### src/rtl/key_search_pkg.sv
// Shared types for the RC4 key-search dispatcher: FSM states, chunk bounds and the chunk helper.
package key_search_pkg;

   typedef enum logic [1:0] {IDLE, DISPATCH, DRAIN, DONE} state_t;

   // Wide enough that base + chunk span never wraps for any supported KEY_W (< 64).
   localparam int KS_MAX_W = 64;
   typedef logic [KS_MAX_W-1:0] ks_key_t;

   typedef struct packed {
      ks_key_t first;
      ks_key_t last;
   } chunk_t;

   function automatic chunk_t chunk_calc(input ks_key_t base, input ks_key_t hi, input int unsigned clog);
      chunk_t  c;
      ks_key_t top;
      top     = base + ((ks_key_t'(1) << clog) - ks_key_t'(1));
      c.first = base;
      c.last  = (top > hi) ? hi : top;
      return c;
   endfunction

endpackage

### src/rtl/key_search_dispatcher_rr_arbiter.sv
// Round-robin arbiter: one-hot grant from a request vector, priority rotates past the last winner.
module rr_arbiter #(
   parameter int N = 4
) (
   input  logic         clk,
   input  logic         reset,
   input  logic [N-1:0] req_i,
   input  logic         en_i,
   output logic [N-1:0] gnt_o
);

   localparam int PW = (N > 1) ? $clog2(N) : 1;

   logic [PW-1:0]  ptr_q, ptr_d, win;
   logic [PW:0]    off, sum;
   logic [2*N-1:0] dbl;
   logic [N-1:0]   rot;
   logic           hit;

   // Rotate so the pointer position sits at bit 0, pick the first set bit, then rotate back.
   always_comb begin
      dbl   = {req_i, req_i} >> ptr_q;
      rot   = en_i ? dbl[N-1:0] : '0;
      hit   = 1'b0;
      off   = '0;
      for (int i = 0; i < N; i++) begin
         if (!hit && rot[i]) begin
            hit = 1'b1;
            off = (PW+1)'(i);
         end
      end
      sum = {1'b0, ptr_q} + off;
      if (sum >= (PW+1)'(N)) sum = sum - (PW+1)'(N);
      win   = sum[PW-1:0];
      gnt_o = '0;
      if (hit) gnt_o[win] = 1'b1;
      ptr_d = (win == PW'(N-1)) ? '0 : win + 1'b1;
   end

   always_ff @(posedge clk) begin
      if (reset)    ptr_q <= '0;
      else if (hit) ptr_q <= ptr_d;
   end

endmodule

### src/rtl/key_search_dispatcher.sv
// Dynamic chunk dispatcher for the RC4 key-search core array.
// Optional KEY_SEARCH_PROGRESS_EN adds keys_done / cycles progress counters.
module key_search_dispatcher
   import key_search_pkg::*;
#(
   parameter int NUM_CORES     = 51,
   parameter int LOG_NUM_CORES = 8,
   parameter int KEY_W         = 24,
   parameter int CHUNK_LOG     = 12
) (
   input  logic                       clk,
   input  logic                       reset,
   input  logic                       start,
   input  logic                       abort,
   input  logic [KEY_W-1:0]           key_lo,
   input  logic [KEY_W-1:0]           key_hi,
   input  logic [NUM_CORES-1:0]       core_req,
   input  logic [NUM_CORES-1:0]       core_done,
   input  logic [NUM_CORES-1:0]       core_found,
   input  logic [NUM_CORES*KEY_W-1:0] core_key,
   output logic [NUM_CORES-1:0]       core_grant,
   output logic [KEY_W-1:0]           chunk_first,
   output logic [KEY_W-1:0]           chunk_last,
   output logic                       core_kill,
   output logic                       busy,
   output logic                       finished,
   output logic                       success,
   output logic [KEY_W-1:0]           found_key,
   output logic [LOG_NUM_CORES-1:0]   found_core
`ifdef KEY_SEARCH_PROGRESS_EN
   ,
   output logic [KEY_W:0]             keys_done,
   output logic [31:0]                cycles
`endif
);

   state_t                   state_q, state_d;
   logic [NUM_CORES-1:0]     mask_q, mask_d, grant_q, arb_gnt, elig, hit_v;
   logic [KEY_W-1:0]         base_q, hi_q, first_q, last_q, fkey_q, hit_key, next_last;
   logic [LOG_NUM_CORES-1:0] fcore_q, hit_idx;
   logic                     kill_q, success_q, any_hit, start_ok, in_search, stop, arb_en, exhaust;
   chunk_t                   ch;
   logic                     unused_chunk_hi;

   assign in_search = (state_q == DISPATCH) || (state_q == DRAIN);
   assign start_ok  = start && ((state_q == IDLE) || (state_q == DONE));
   assign hit_v     = core_done & core_found & mask_q;
   assign any_hit   = |hit_v;
   assign stop      = in_search && (any_hit || abort);
   assign arb_en    = (state_q == DISPATCH) && !any_hit && !abort;
   assign elig      = core_req & ~mask_q & ~grant_q;

   assign ch              = chunk_calc(ks_key_t'(base_q), ks_key_t'(hi_q), unsigned'(CHUNK_LOG));
   assign next_last       = ch.last[KEY_W-1:0];
   assign exhaust         = (|arb_gnt) && (next_last == hi_q);
   assign unused_chunk_hi = ^{ch.first[KS_MAX_W-1:KEY_W], ch.last[KS_MAX_W-1:KEY_W]};

   rr_arbiter #(.N(NUM_CORES)) u_arb (
      .clk   (clk),
      .reset (reset),
      .req_i (elig),
      .en_i  (arb_en),
      .gnt_o (arb_gnt)
   );

   // Descending scan leaves the lowest-index finder as the winner.
   always_comb begin
      hit_idx = '0;
      hit_key = '0;
      for (int i = NUM_CORES-1; i >= 0; i--) begin
         if (hit_v[i]) begin
            hit_idx = LOG_NUM_CORES'(i);
            hit_key = core_key[i*KEY_W +: KEY_W];
         end
      end
   end

   always_ff @(posedge clk) begin
      if (reset) state_q <= IDLE;
      else       state_q <= state_d;
   end

   always_comb begin
      state_d = state_q;
      case (state_q)
         IDLE, DONE: if (start) state_d = (key_hi < key_lo) ? DONE : DISPATCH;
         DISPATCH: begin
            if (any_hit || abort) state_d = DONE;
            else if (exhaust)     state_d = DRAIN;
         end
         DRAIN: if (any_hit || abort || (mask_q == '0)) state_d = DONE;
         default: state_d = IDLE;
      endcase
   end

   always_comb begin
      busy     = in_search;
      finished = (state_q == DONE);
   end

   always_comb begin
      if (start_ok || stop) mask_d = '0;
      else                  mask_d = (mask_q & ~core_done) | arb_gnt;
   end

   always_ff @(posedge clk) begin
      if (reset) begin
         mask_q    <= '0;
         grant_q   <= '0;
         kill_q    <= 1'b0;
         base_q    <= '0;
         hi_q      <= '0;
         first_q   <= '0;
         last_q    <= '0;
         success_q <= 1'b0;
         fkey_q    <= '0;
         fcore_q   <= '0;
      end else begin
         mask_q  <= mask_d;
         grant_q <= arb_gnt;
         kill_q  <= stop;
         if (start_ok) begin
            base_q    <= key_lo;
            hi_q      <= key_hi;
            success_q <= 1'b0;
            fkey_q    <= '0;
            fcore_q   <= '0;
         end else if (|arb_gnt) begin
            first_q <= ch.first[KEY_W-1:0];
            last_q  <= next_last;
            base_q  <= next_last + KEY_W'(1);
         end
         if (in_search && any_hit) begin
            success_q <= 1'b1;
            fkey_q    <= hit_key;
            fcore_q   <= hit_idx;
         end
      end
   end

   assign core_grant  = grant_q;
   assign chunk_first = first_q;
   assign chunk_last  = last_q;
   assign core_kill   = kill_q;
   assign success     = success_q;
   assign found_key   = fkey_q;
   assign found_core  = fcore_q;

`ifdef KEY_SEARCH_PROGRESS_EN
   logic [NUM_CORES-1:0][CHUNK_LOG:0] sz_q;
   logic [KEY_W:0]                    kd_q, kd_sum;
   logic [31:0]                       cyc_q;

   // Each core remembers the size of its outstanding chunk so completions can be summed.
   always_comb begin
      kd_sum = kd_q;
      for (int i = 0; i < NUM_CORES; i++)
         if (core_done[i] && mask_q[i]) kd_sum = kd_sum + (KEY_W+1)'(sz_q[i]);
   end

   always_ff @(posedge clk) begin
      if (reset) begin
         sz_q  <= '0;
         kd_q  <= '0;
         cyc_q <= '0;
      end else begin
         if (start_ok) begin
            kd_q  <= '0;
            cyc_q <= '0;
         end else begin
            kd_q <= kd_sum;
            if (in_search && (cyc_q != '1)) cyc_q <= cyc_q + 32'd1;
         end
         for (int i = 0; i < NUM_CORES; i++)
            if (arb_gnt[i]) sz_q[i] <= (CHUNK_LOG+1)'(next_last - base_q) + 1'b1;
      end
   end

   assign keys_done = kd_q;
   assign cycles    = cyc_q;
`else
   // Progress counters are not built in this configuration.
`endif

endmodule

### config.mk
export PLATFORM = sky130hd
export DESIGN_NAME = key_search_dispatcher
export DESIGN_NICKNAME = d
export VERILOG_FILES = /design/src/rtl/key_search_pkg.sv /design/src/rtl/key_search_dispatcher_rr_arbiter.sv /design/src/rtl/key_search_dispatcher.sv
export SDC_FILE = /design/constraint.sdc
export NUM_CORES = 2
export LEC_CHECK = 0
export CAP_MARGIN = 20
export CORE_AREA = 2 2 613 615
export CTS_CLUSTER_DIAMETER = 40
export DETAILED_ROUTE_END_ITERATION = 16
export DIE_AREA = 0 0 615 617
export PLACE_DENSITY = 0.38
export SYNTH_ARGS = -nofsm -noshare
export SYNTH_HDL_FRONTEND = slang
export SYNTH_SLANG_ARGS = --single-unit
### constraint.sdc
create_clock -name clk -period 8.7 [get_ports clk]
set_input_delay 1.305 -clock clk [delete_from_list [all_inputs] [get_ports clk]]
set_output_delay 1.305 -clock clk [all_outputs]
set_load 0.01 [all_outputs]
==> impl_metrics.py <==
metrics = {
    "status": {
        "outcome": "finished, violations left",
        "violations": "setup timing",
    },
    "flow_run": {
        "cap_viol_max_count": 0,
    },
    "clocking": {
        "clk_root_buffer_cell": "sky130_fd_sc_hd__clkbuf_16",
        "path_clk_slew_ps": 50,
        "clock_sinks": 238,
        "cts_max_level": 3,
        "clockBufferDepth": 3,
        "cts_tree": "done",
        "hold_buffers": 0,
        "insertion_delay_of_the_later_clocked_pin_in_the_worst_skew_pair_ps": 690,
        "numCtsBuffers": 76,
    },
    "worst_setup_path": {
        "crit_path_end_kind": "flop",
        "crit_path_max_incr_delay_ps": 940,
        "regToRegEndpoint": "chunk_last[9]",
        "data_arrival_time_at_the_worst_slack_endpoint_ps": 9290,
        "timing.critical_path.slowest_stage_cell": "sky130_fd_sc_hd__nor4bb_1",
        "path_class": "in2reg",
        "cp-startpoint": "core_req[11]",
        "critPathRequiredTime_ps": 9240,
        "cp-endpoint": "chunk_last[9]",
        "cp_max_fo": 8,
        "cp_launch_type": "input port",
        "regToRegStartpoint": "u_arb.ptr_q[1]",
        "reg2reg_depth": 36,
        "reg2reg_setup_slack_ps": -30,
        "cp_common_cell": "sky130_fd_sc_hd__buf_4",
    },
    "timing": {
        "clock-skew-final_ps": 44.98,
        "finalSetupViolCount": 30,
        "layout_min_cycle_time_ps": 8747,
        "worst_pin_slew_ps": 1363,
        "timing.final.ws_setup_ps": -47.22,
        "slew_violations": 0,
        "slew-limit-headroom": 0.08783,
        "clock.fmax_mhz": 114.3,
        "timing.final.hold_violations": 0,
        "final_clock_period_utilization_by_the_worst_path": 1.005,
        "fin_tns_setup_ps": -774.8,
    },
    "floorplanning": {
        "pin_count": 1564,
        "die_area_um2": 379500,
        "core.rowCount": 225,
        "floorplan.initialDensity": 0.08622,
        "chipHeight_um": 617,
        "core_region_area_um2": 373600,
        "die_width_um": 615,
    },
    "cells_and_area": {
        "finalInstanceArea_um2": 67440,
        "area_delta_synth_final_pct": 109.4,
        "drive_above_1_share": 0.2429,
        "num-nets-final": 8565,
        "finalCoreUtilization": 0.1805,
    },
    "global_route": {
        "grt_pass1_vias": 54830,
        "gr-usage-all-layers": 0.2722,
        "grt_pass1_wl_mm": 662.8,
        "gr-total-overflow": 0,
        "grt_max_degree": 74,
        "antenna_found_initial": 239,
    },
    "drt": {
        "detail_route.wl_per_cell_um": 44.18,
        "drt-total-wl_mm": 541.3,
        "first_pass_iters": 6,
        "via_count": 56220,
        "drtAntennaViolNets": 0,
        "drt_iter0_markers": 6392,
        "drc": 0,
        "post_drt_via_cell_ratio": 4.589,
    },
    "placement": {
        "portBuffers": 1561,
        "preCtsSetupSlack_ps": -1741,
        "place.gp.congestion": 1.039,
        "dpl-instance-area_um2": 63020,
        "dp_hpwl_mm": 478.6,
    },
    "logic_synthesis": {
        "synth.distinct_cells": 105,
        "synth.top_cells.by_area": "sky130_fd_sc_hd__dfxtp_1 (15%), sky130_fd_sc_hd__o21ai_0 (6.8%), sky130_fd_sc_hd__a21oi_1 (5.3%), sky130_fd_sc_hd__nor2_1 (4.8%), sky130_fd_sc_hd__a221oi_1 (4.6%)",
        "async_reset_ff_frac": 0,
        "ys_seq_elements": 238,
        "synth.cell_area_um2": 32210,
        "ys.flop_type": "sky130_fd_sc_hd__dfxtp_1",
        "area_fraction_of_the_dominant_cell_type_after_synthesis": 0.1479,
        "yosys_top_cell_by_area": "sky130_fd_sc_hd__dfxtp_1",
        "synth-edff-count": 0,
        "synthesis.yosys.warnings": 0,
        "post_synthesis_average_cell_area_um2": 6.977,
        "synthesized_instance_count": 4617,
        "yosysSeqAreaShare": 0.1479,
    },
    "pwr": {
        "p_switching_mw": 26.60,
        "cellInternalPower_mw": 22.26,
        "leakagePower_nw": 24.79,
        "comb_power_share": 0.904,
        "power_density_nw_per_um2": 724.5,
        "power.sequential.fraction": 0.037,
        "clockPowerShare": 0.059,
        "peakVddDrop_mv": 1.604,
        "sw_frac_of_total": 0.5444,
    },
    "min_path": {
        "min-delay-start": "found_key[18]",
        "min-delay-path-class": "reg2reg",
    },
}
-- how the worst min path moves through the flow --
stage,end,slack (ps),cells after the start
finish,found_key[18],460,2
global route,found_key[17],470,2
CTS,found_key[18],460,2
detailed placement,found_key[17],450,2
global placement,found_key[17],450,2
floorplan,hi_q[20],440,2
-- synth_stat cells, types with 22 or more instances --
cell type                   instances
sky130_fd_sc_hd__a211oi_1          82
sky130_fd_sc_hd__a21o_1            51
sky130_fd_sc_hd__a21oi_1          341
sky130_fd_sc_hd__a221o_1           28
sky130_fd_sc_hd__a221oi_1         170
sky130_fd_sc_hd__a22oi_1           45
sky130_fd_sc_hd__a311oi_1          32
sky130_fd_sc_hd__a31oi_1           58
sky130_fd_sc_hd__and3_1            63
sky130_fd_sc_hd__and4_1            31
sky130_fd_sc_hd__buf_1             24
sky130_fd_sc_hd__buf_2             55
sky130_fd_sc_hd__clkbuf_1         306
sky130_fd_sc_hd__dfxtp_1          238
sky130_fd_sc_hd__ha_1              61
sky130_fd_sc_hd__inv_1             88
sky130_fd_sc_hd__mux2i_1          103
sky130_fd_sc_hd__mux4_2            57
sky130_fd_sc_hd__nand2_1          362
sky130_fd_sc_hd__nand2b_1          74
sky130_fd_sc_hd__nand3_1          203
sky130_fd_sc_hd__nand4_1           57
sky130_fd_sc_hd__nand4b_1          22
sky130_fd_sc_hd__nor2_1           414
sky130_fd_sc_hd__nor2b_1           28
sky130_fd_sc_hd__nor3_1           157
sky130_fd_sc_hd__nor3b_1           61
sky130_fd_sc_hd__nor4_1            33
sky130_fd_sc_hd__nor4b_1           69
sky130_fd_sc_hd__nor4bb_1          56
sky130_fd_sc_hd__o2111ai_1         67
sky130_fd_sc_hd__o211ai_1          58
sky130_fd_sc_hd__o21ai_0          437
sky130_fd_sc_hd__o221ai_1          28
sky130_fd_sc_hd__o22ai_1          208
sky130_fd_sc_hd__o311ai_0          29
sky130_fd_sc_hd__o31ai_1           34
sky130_fd_sc_hd__o32ai_1           23
sky130_fd_sc_hd__xnor2_1           65
-- registers in the layout, summed over array words and instances (netlist names), 6 cells and up --
name         count
base_q          24
chunk_first     24
chunk_last      24
core_grant      51
found_core       6
found_key       24
hi_q            24
mask_q          51
u_arb.ptr_q      6
-- cells in the final DEF, fill, tap and decap left out, types with 39 or more instances in the layout --
cell and count:
sky130_fd_sc_hd__o22ai_1 205, sky130_fd_sc_hd__nor4b_1 64, sky130_fd_sc_hd__a31oi_1 56, sky130_fd_sc_hd__o21ai_0 402, sky130_fd_sc_hd__a22oi_1 43, sky130_fd_sc_hd__clkbuf_16 82, sky130_fd_sc_hd__a221oi_1 145, sky130_fd_sc_hd__xnor2_1 63
sky130_fd_sc_hd__o211ai_1 58, sky130_fd_sc_hd__nor4bb_1 53, sky130_fd_sc_hd__nand2_1 347, sky130_fd_sc_hd__nor3b_1 39, sky130_fd_sc_hd__clkdlybuf4s50_1 1546, sky130_fd_sc_hd__inv_1 85, sky130_fd_sc_hd__a21o_1 50, sky130_fd_sc_hd__nand4_1 57
sky130_fd_sc_hd__nand3_1 181, sky130_fd_sc_hd__a211oi_1 73, sky130_fd_sc_hd__dfxtp_1 235, sky130_fd_sc_hd__diode_2 122, sky130_fd_sc_hd__and3_1 41, sky130_fd_sc_hd__buf_4 1094, sky130_fd_sc_hd__mux2i_1 92, sky130_fd_sc_hd__mux4_2 57
sky130_fd_sc_hd__nor2_1 399, sky130_fd_sc_hd__ha_1 59, sky130_fd_sc_hd__nor3_1 146, sky130_fd_sc_hd__nand2b_1 74, sky130_fd_sc_hd__buf_12 96, sky130_fd_sc_hd__o2111ai_1 63, sky130_fd_sc_hd__a21oi_1 333
-- stage by stage --
step	hold slack, ps	instances	power, mW
detailed placement	449.3	11960	39.37
floorplan	436.3	4618	17.66
finish	463.3	12250	48.86
global placement	445.6	11940	39.93
global route	469.0	12180	50.35
CTS	459.6	12110	45.14
-- worst max-delay path, delay by kind of cell --
kind                     cells  cell delay, ps
AO/OA/AOI/OAI               16            3320
adder cells (fa/ha/maj)      1             210
buffers and inverters       10            2050
multiplexers                 2             480
AND/OR/NAND/NOR              6            1850
-- what timing repair did --
| item | 4_1_cts | 5_1_grt |
|---|---|---|
| resized for setup | 86 | 145 |
| buffers inserted | 12 | 13 |
| gates cloned | 1 | 6 |
| setup endpoints to repair | 132 | 84 |
| pin swaps | 13 | 41 |
-- layer usage --
metal | track usage | wire [um]
met5 | 0 | 534
met4 | 0.1732 | 41580
met1 | 0.3188 | 210700
met2 | 0.4498 | 249600
met3 | 0.05806 | 38860
-- cell families after synthesis --
kind of cell               count (synthesis)  share of synthesized area
AOI/OAI and AO/OA                       1825                     0.3787
and+or+nand+nor                         1742                     0.2878
other                                      1                  0.0001164
adders and majority gates                 62                    0.02432
xor gates and xnor gates                  78                    0.02121
muxes                                    178                    0.07815
buffers and inverters                    493                    0.06184
DFF                                      238                     0.1479
-- power by group through the flow --
stage | clock network [mW] | logic [mW] | registers (mW)
after detailed placement | 0 | 37.5 | 1.83
after global routing | 2.97 | 45.5 | 1.84
after global placement | 0 | 38.1 | 1.83
final | 2.88 | 44.2 | 1.83
after floorplan | 0 | 16.0 | 1.68
after CTS | 2.93 | 40.4 | 1.82
-- area by class of cell --
type | count | area (um2)
repair buffers | 2778 | 26190
flip-flops and latches | 238 | 4771
clock inverters | 39 | 461.7
diodes | 122 | 305.3
clock buffers | 101 | 2136
multi-input cells | 3887 | 26980
well taps | 4994 | 6248
fillers | 42350 | 306100
inverters | 93 | 349.1
(Power assumes the default switching activity.)
